$ cat src/rtl/button_events.sv
// -----------------------------------------------------------------------------
// button_events
//   Turns debounced press/release pulses into gesture events: single click,
//   double click, long press, and auto-repeat while a long press is held.
//
// Ports
//   clk           in   single clock, rising edge
//   rst           in   asynchronous active-high reset
//   button_down   in   one-cycle pulse, debounced press
//   button_up     in   one-cycle pulse, debounced release
//   click         out  registered pulse: single short press confirmed
//   double_click  out  registered pulse: second press inside the gap window
//   long_press    out  registered pulse: press held LONG_CYCLES
//   repeat_pulse  out  registered pulse every REPEAT_CYCLES after long_press
//                      (the plain name "repeat" is a SystemVerilog keyword)
//   busy          out  high whenever a gesture is in progress (state != IDLE)
// -----------------------------------------------------------------------------
module button_events #(
  parameter int unsigned LONG_CYCLES   = 12_000_000,
  parameter int unsigned GAP_CYCLES    = 3_000_000,
  parameter int unsigned REPEAT_CYCLES = 2_400_000,
  parameter int unsigned CNT_W         = 24
) (
  input  logic clk,
  input  logic rst,
  input  logic button_down,
  input  logic button_up,
  output logic click,
  output logic double_click,
  output logic long_press,
  output logic repeat_pulse,
  output logic busy
);

  typedef enum logic [2:0] {
    IDLE   = 3'd0,
    PRESS1 = 3'd1,
    WAIT2  = 3'd2,
    PRESS2 = 3'd3,
    HELD   = 3'd4
  } state_t;

  // Last timer value before each phase expires.
  localparam logic [CNT_W-1:0] LONG_LAST = CNT_W'(LONG_CYCLES - 1);
  localparam logic [CNT_W-1:0] GAP_LAST  = CNT_W'(GAP_CYCLES - 1);
  localparam logic [CNT_W-1:0] RPT_LAST  = CNT_W'(REPEAT_CYCLES - 1);
  localparam logic [CNT_W-1:0] ONE       = CNT_W'(1);

  state_t           state;
  logic [CNT_W-1:0] timer;
  logic             down_ev;
  logic             up_ev;

  // Both edges in the same cycle cancel out and count as no event.
  assign down_ev = button_down & ~button_up;
  assign up_ev   = button_up & ~button_down;

  assign busy = (state != IDLE);

  // Button edges are tested before timer expiry so an edge landing on the
  // expiry cycle always wins. Pulses default low, so each lasts one cycle.
  always_ff @(posedge clk or posedge rst) begin
    if (rst) begin
      state        <= IDLE;
      timer        <= '0;
      click        <= 1'b0;
      double_click <= 1'b0;
      long_press   <= 1'b0;
      repeat_pulse <= 1'b0;
    end else begin
      click        <= 1'b0;
      double_click <= 1'b0;
      long_press   <= 1'b0;
      repeat_pulse <= 1'b0;
      case (state)
        IDLE: begin
          timer <= '0;
          if (down_ev) state <= PRESS1;
        end
        PRESS1: begin
          if (up_ev) begin
            state <= WAIT2;
            timer <= '0;
          end else if (timer == LONG_LAST) begin
            state      <= HELD;
            timer      <= '0;
            long_press <= 1'b1;
          end else begin
            timer <= timer + ONE;
          end
        end
        WAIT2: begin
          if (down_ev) begin
            state        <= PRESS2;
            timer        <= '0;
            double_click <= 1'b1;
          end else if (timer == GAP_LAST) begin
            state <= IDLE;
            timer <= '0;
            click <= 1'b1;
          end else begin
            timer <= timer + ONE;
          end
        end
        PRESS2: begin
          // Second press of a double click: nothing more to report.
          timer <= '0;
          if (up_ev) state <= IDLE;
        end
        HELD: begin
          if (up_ev) begin
            state <= IDLE;
            timer <= '0;
          end else if (timer == RPT_LAST) begin
            timer        <= '0;
            repeat_pulse <= 1'b1;
          end else begin
            timer <= timer + ONE;
          end
        end
        default: begin
          state <= IDLE;
          timer <= '0;
        end
      endcase
    end
  end

endmodule

$ cat config.mk
export PLATFORM = sky130hd
export DESIGN_NAME = button_events
export DESIGN_NICKNAME = d
export VERILOG_FILES = /design/src/rtl/button_events.sv
export SDC_FILE = /design/constraint.sdc
export NUM_CORES = 1
export LEC_CHECK = 0
export CAP_MARGIN = 10
export CORE_MARGIN = 3
export CORE_UTILIZATION = 25
export CTS_CLUSTER_SIZE = 12
export DETAILED_ROUTE_END_ITERATION = 10
export HOLD_SLACK_MARGIN = 0.15
export PLACE_DENSITY_LB_ADDON = 0.25
export SLEW_MARGIN = 15
export SYNTH_ARGS = -nofsm -noshare
export SYNTH_HDL_FRONTEND = slang
export SYNTH_SLANG_ARGS = --single-unit
$ cat constraint.sdc
create_clock -name clk -period 1.98 [get_ports clk]
set_clock_uncertainty 0.2 [all_clocks]
set_input_delay 0.297 -clock clk [delete_from_list [all_inputs] [get_ports clk]]
set_output_delay 0.297 -clock clk [all_outputs]
set_load 0.01 [all_outputs]
# ---- Word-level counts from Yosys, hierarchy flattened
# Index checks and enable logic that the tools add are counted.
dict set report totals {
  reg_bits 31
  inputBits 4
  output_inout_bits 5
  wordCells 51
}
dict set report classes {
  add_sub_neg 1
  eq_ne 11
  mux 25
  bitwise 4
  n_reduce_logical 4
}
# op n
set op_table {}
lappend op_table {{$mux W24} 6}
lappend op_table {{$pmux W24 S3} 1}
lappend op_table {{$eq A24 B22 Y1 const B} 2}
lappend op_table {{$add A24 B1 Y24 const B} 1}
lappend op_table {{$eq A24 B24 Y1 const B} 1}
lappend op_table {{$mux W3} 6}
lappend op_table {{$pmux W3 S4} 1}
lappend op_table {{$mux W1} 11}
lappend op_table {{$eq A3 B2 Y1 const B} 2}
lappend op_table {{$ne A3 B3 Y1 const B} 2}
lappend op_table {{$reduce_and A4 Y1} 1}
lappend op_table {{$eq A3 B1 Y1 const B} 1}
lappend op_table {{$eq A3 B3 Y1 const B} 1}
lappend op_table {{$logic_not A3 Y1} 1}
lappend op_table {{$reduce_bool A3 Y1} 1}
lappend op_table {{$and A1 B1 Y1} 2}
lappend op_table {{$ne A2 B1 Y1 const B} 1}
lappend op_table {{$ne A2 B2 Y1 const B} 1}
lappend op_table {{$not A1 Y1} 2}
lappend op_table {{$reduce_or A2 Y1} 1}

# ---- Depth between registers and ports, before layout
dict set report logic_depth {
  word_depth 4
  ltp_mapped 7
}

# ---- Worst setup path after synthesis
# No wires, ideal clock.
dict set report synth_path {
  path_type {reg-to-reg}
  from {register timer[0]}
  to {register timer[0]}
  setup_time_ns 0.137
  arrival_ns 1.734
  t_required_ns 1.643
  slack_ns -0.090
  path_stages_with_launch 8
  path_cell_list {dfrtp_1 ha_1 and4_1 buf_4 nand4_4 o31ai_4 buf_2 a31oi_2}
}
dict set report synth_between {
  elab_chain_cells 4
}
# item line
set synth_rtl {}
lappend synth_rtl {{start, declared} 50} ;# logic [CNT_W-1:0] timer;
lappend synth_rtl {{start signal, assigned} 89} ;# timer <= timer + ONE;
lappend synth_rtl {{start signal, assigned} 102} ;# timer <= timer + ONE;
lappend synth_rtl {{start signal, assigned} 118} ;# timer <= timer + ONE;
lappend synth_rtl {{$add A24 B1 Y24 (tied with other cells)} {89, 102, 118}}
lappend synth_rtl {{$mux W24 (on tied branches)} {114, 84, 97}}
lappend synth_rtl {{$mux W24 (on tied branches)} {111, 81, 93}}
lappend synth_rtl {{$pmux W24 S3 *} 75} ;# case (state)
# Every way passes the cells marked *; elsewhere a longest branch is shown, timed or not.
# A chain may end at the register's enable or synchronous reset.

# ---- Final worst setup path
dict set report layout_path {
  from {register timer[6]}
  to {register timer[19]}
}
# The elaborated chain is that of the path after synthesis.

==> results.toml <==
[yosys]
synth-seq-area-share_pct = 41.2
async_flop_share_pct = 100
synth.top_cells.by_count = "dfrtp_1 (31), nand2_1 (11), a31oi_2 (10), a32oi_1 (10), xor2_1 (9)"
yosysMostFrequentCell = "dfrtp_1"
synth_top_flop_cell = "dfrtp_1"
ys_ff_latch = 31
synth.top_cell.area_share_pct = 41.2
syn_inst = 179
yosysTopAreaCell = "dfrtp_1"
synth_edf_count = 0
synth_cell_types = 43
syn_area_um2 = 1880
syn_nets = 184
synth_area_per_cell_um2 = 10.5
synth.top_cells.by_area = "dfrtp_1 (41%), a31oi_2 (6.6%), a32oi_1 (4.7%)"
yosys_warnings = 0

[pwr]
pwr_density_cell_nw_per_um2 = 571
combPwrFrac_pct = 17.9
p_sw_share_pct = 28.4
p_sw_w = 0.000401
sequentialPowerShare_pct = 47.0
ir_worst_vdd_v = 0.000170
clkPwrFrac_pct = 35.1
p_int_w = 0.00101
p_leak_nw = 0.988

[setup_path]
arrival_ns = 1.99
cp_max_fo = 24
start_kind = "flop"
cp-end-kind = "flop"
cp.required_ns = 1.93
worstSetupPathType = "reg2reg"

[grt]
antenna_found_initial = 0
grt_pass1_vias = 1587
grt_max_degree = 32
grt.overflow.total = 0
grt_pass1_wl_um = 8010
groute.usage.overall_pct = 11.7

[floorplanning]
initial_utilization_pct = 25.8
core_area_um2 = 7290
die_h_um = 92.8
ios = 9
dieArea_um2 = 8600
fp.dieW_um = 92.8
row_count = 31

[finish]
fillCellCount = 775
fin_area_um2 = 2470
multi_input_area_um2 = 1040
seq_area_um2 = 776
num-nets-final = 227
diodes = 0
stdcell_count = 322
drive_gt1_share_pct = 31.8
area_growth_pct = 31.5

[routing]
wl_um = 4830
initialDrtViolationCount = 85
dr.pass1.iters = 4
wl_per_cell_um = 15.0
drc = 0
route.vias.total = 1580
vias_per_cell = 4.91
postRouteAntennaNets = 0

[sta]
tightest_slew_ns = 0.430
setup_tns_ns = -0.849
min_period_ns = 2.03
relSlewSlack_pct = 71.3
fmax_ghz = 0.492
layout_setup_ws_ns = -0.0538
fin_crit_sh_pct = 103
fin_hold_ws_ns = 0.183
drv_slew = 0
setup_viol = 24
rsz0062_at_grt = "true"
finalHoldViolations = 0

[placed_design]
dp_slack_ns = -0.0291
placed_cells = 310
placed_area_um2 = 2320
gp_congestion = 0.729
place.port_buffers = 8
dp_hpwl_um = 3120

[clocking]
cts_tree = "yes"
clockRootBuffer = "clkbuf_8"
clk_path_buf_depth = 2
clkSlewWorstSetupHoldPaths_ns = 0.08
cts_hold_buf = 0
cts_made_buffers = 5
clkLatencyLatePin_ns = 0.29
cts_num_sinks = 31
htree_num_levels = 2

[outcome]
status = "finished, violations left"
violations = "negative setup slack"

[hold_path]
hp-class = "in2async"

[run]
timing.max_cap.violations = 0
## through the flow
stage          utilization, %  power, W
2_1_floorplan               -  0.000826
3_3_place_gp             31.8  0.000931
3_5_place_dp             31.8  0.000934
4_1_cts                  32.9   0.00143
5_1_grt                  33.9   0.00148
6_report                 33.9   0.00141
## cell usage in the layout, fill, tap and decap left out, types with 2 or more instances in the layout
cell type	instances
a21oi_1	3
a31oi_1	4
a31oi_2	10
a32oi_1	10
and2_1	4
and3_1	4
and4_1	3
and4bb_2	2
buf_12	3
buf_4	33
buf_6	2
clkbuf_1	2
clkbuf_8	5
clkdlybuf4s50_1	7
dfrtp_1	31
inv_1	6
nand2_1	11
nand2b_1	3
nand3_1	6
nand3_2	2
nand4_1	8
nor2_1	4
nor3_1	2
o21ai_0	6
o31ai_1	6
o31ai_4	2
or3_1	6
or3_4	2
or4_1	6
xnor2_1	3
xor2_1	9
## power groups by stage
stage	Sequential, W	Clock [W]	Combinational (W)
after floorplan	0.000682	0	0.000144
after global placement	0.000675	0	0.000256
after detailed placement	0.000676	0	0.000258
after CTS	0.000663	0.000507	0.000255
after global routing	0.000668	0.000537	0.000277
final	0.000664	0.000495	0.000253
## state kept, by name, indices dropped and copies added, names as in the netlist
name,flops
click,1
double_click,1
long_press,1
repeat_pulse,1
state,3
timer,24
## final cells by class
type / count / share of cell area, %
clock inverters: 1 / 0.202
clock buffers: 7 / 3.08
inverters: 6 / 0.910
well taps: 99 / 5.01
multi-input cells: 131 / 41.9
flip-flops and latches: 31 / 31.3
repair buffers: 47 / 17.5
## cell families (layout without fill, tap and decap cells)
logic type	count (synthesis)	count (layout)	synth area share [%]
flip-flops	31	31	41.2
buffers and inverters	17	61	4.99
AO/OA/AOI/OAI	45	45	21.5
adder cells (fa/ha/maj)	1	1	0.665
AND/OR/NAND/NOR	73	73	26.1
XOR/XNOR	12	12	5.59
## per-layer routing
metal	track usage [%]	share of wire, %	up-vias
li1	-	-	785
met1	16.4	50	766
met2	17.6	46	27
met3	3.17	4.4	2
met4	3.05	0.50	0
met5	0	0	-
## worst paths after layout
kind | from | end | slack (ns) | depth (start not counted)
min in group clk | timer[0] | timer[0] | 0.33 | 2
min | rst | state[2] | 0.18 | 3
max reg2reg | timer[6] | timer[19] | -0.05 | 5
max in group asynchronous | rst | timer[17] | 1.06 | 3
min reg2reg | timer[0] | timer[0] | 0.33 | 2
max | timer[6] | timer[19] | -0.05 | 5
## repair_timing
item,in CTS,in global routing
pin swaps,1,1
setup buffers,0,2
setup endpoints to repair,25,26
gates resized for setup,1,5
cloned,0,2
## critical path, cell delays in order, from the launching register on
cell	delay, ns
dfrtp_1	0.40
or3_1	0.37
or3_4	0.36
o31ai_4	0.22
buf_12	0.22
a32oi_1	0.12
Power figures use the tool's default switching activity.
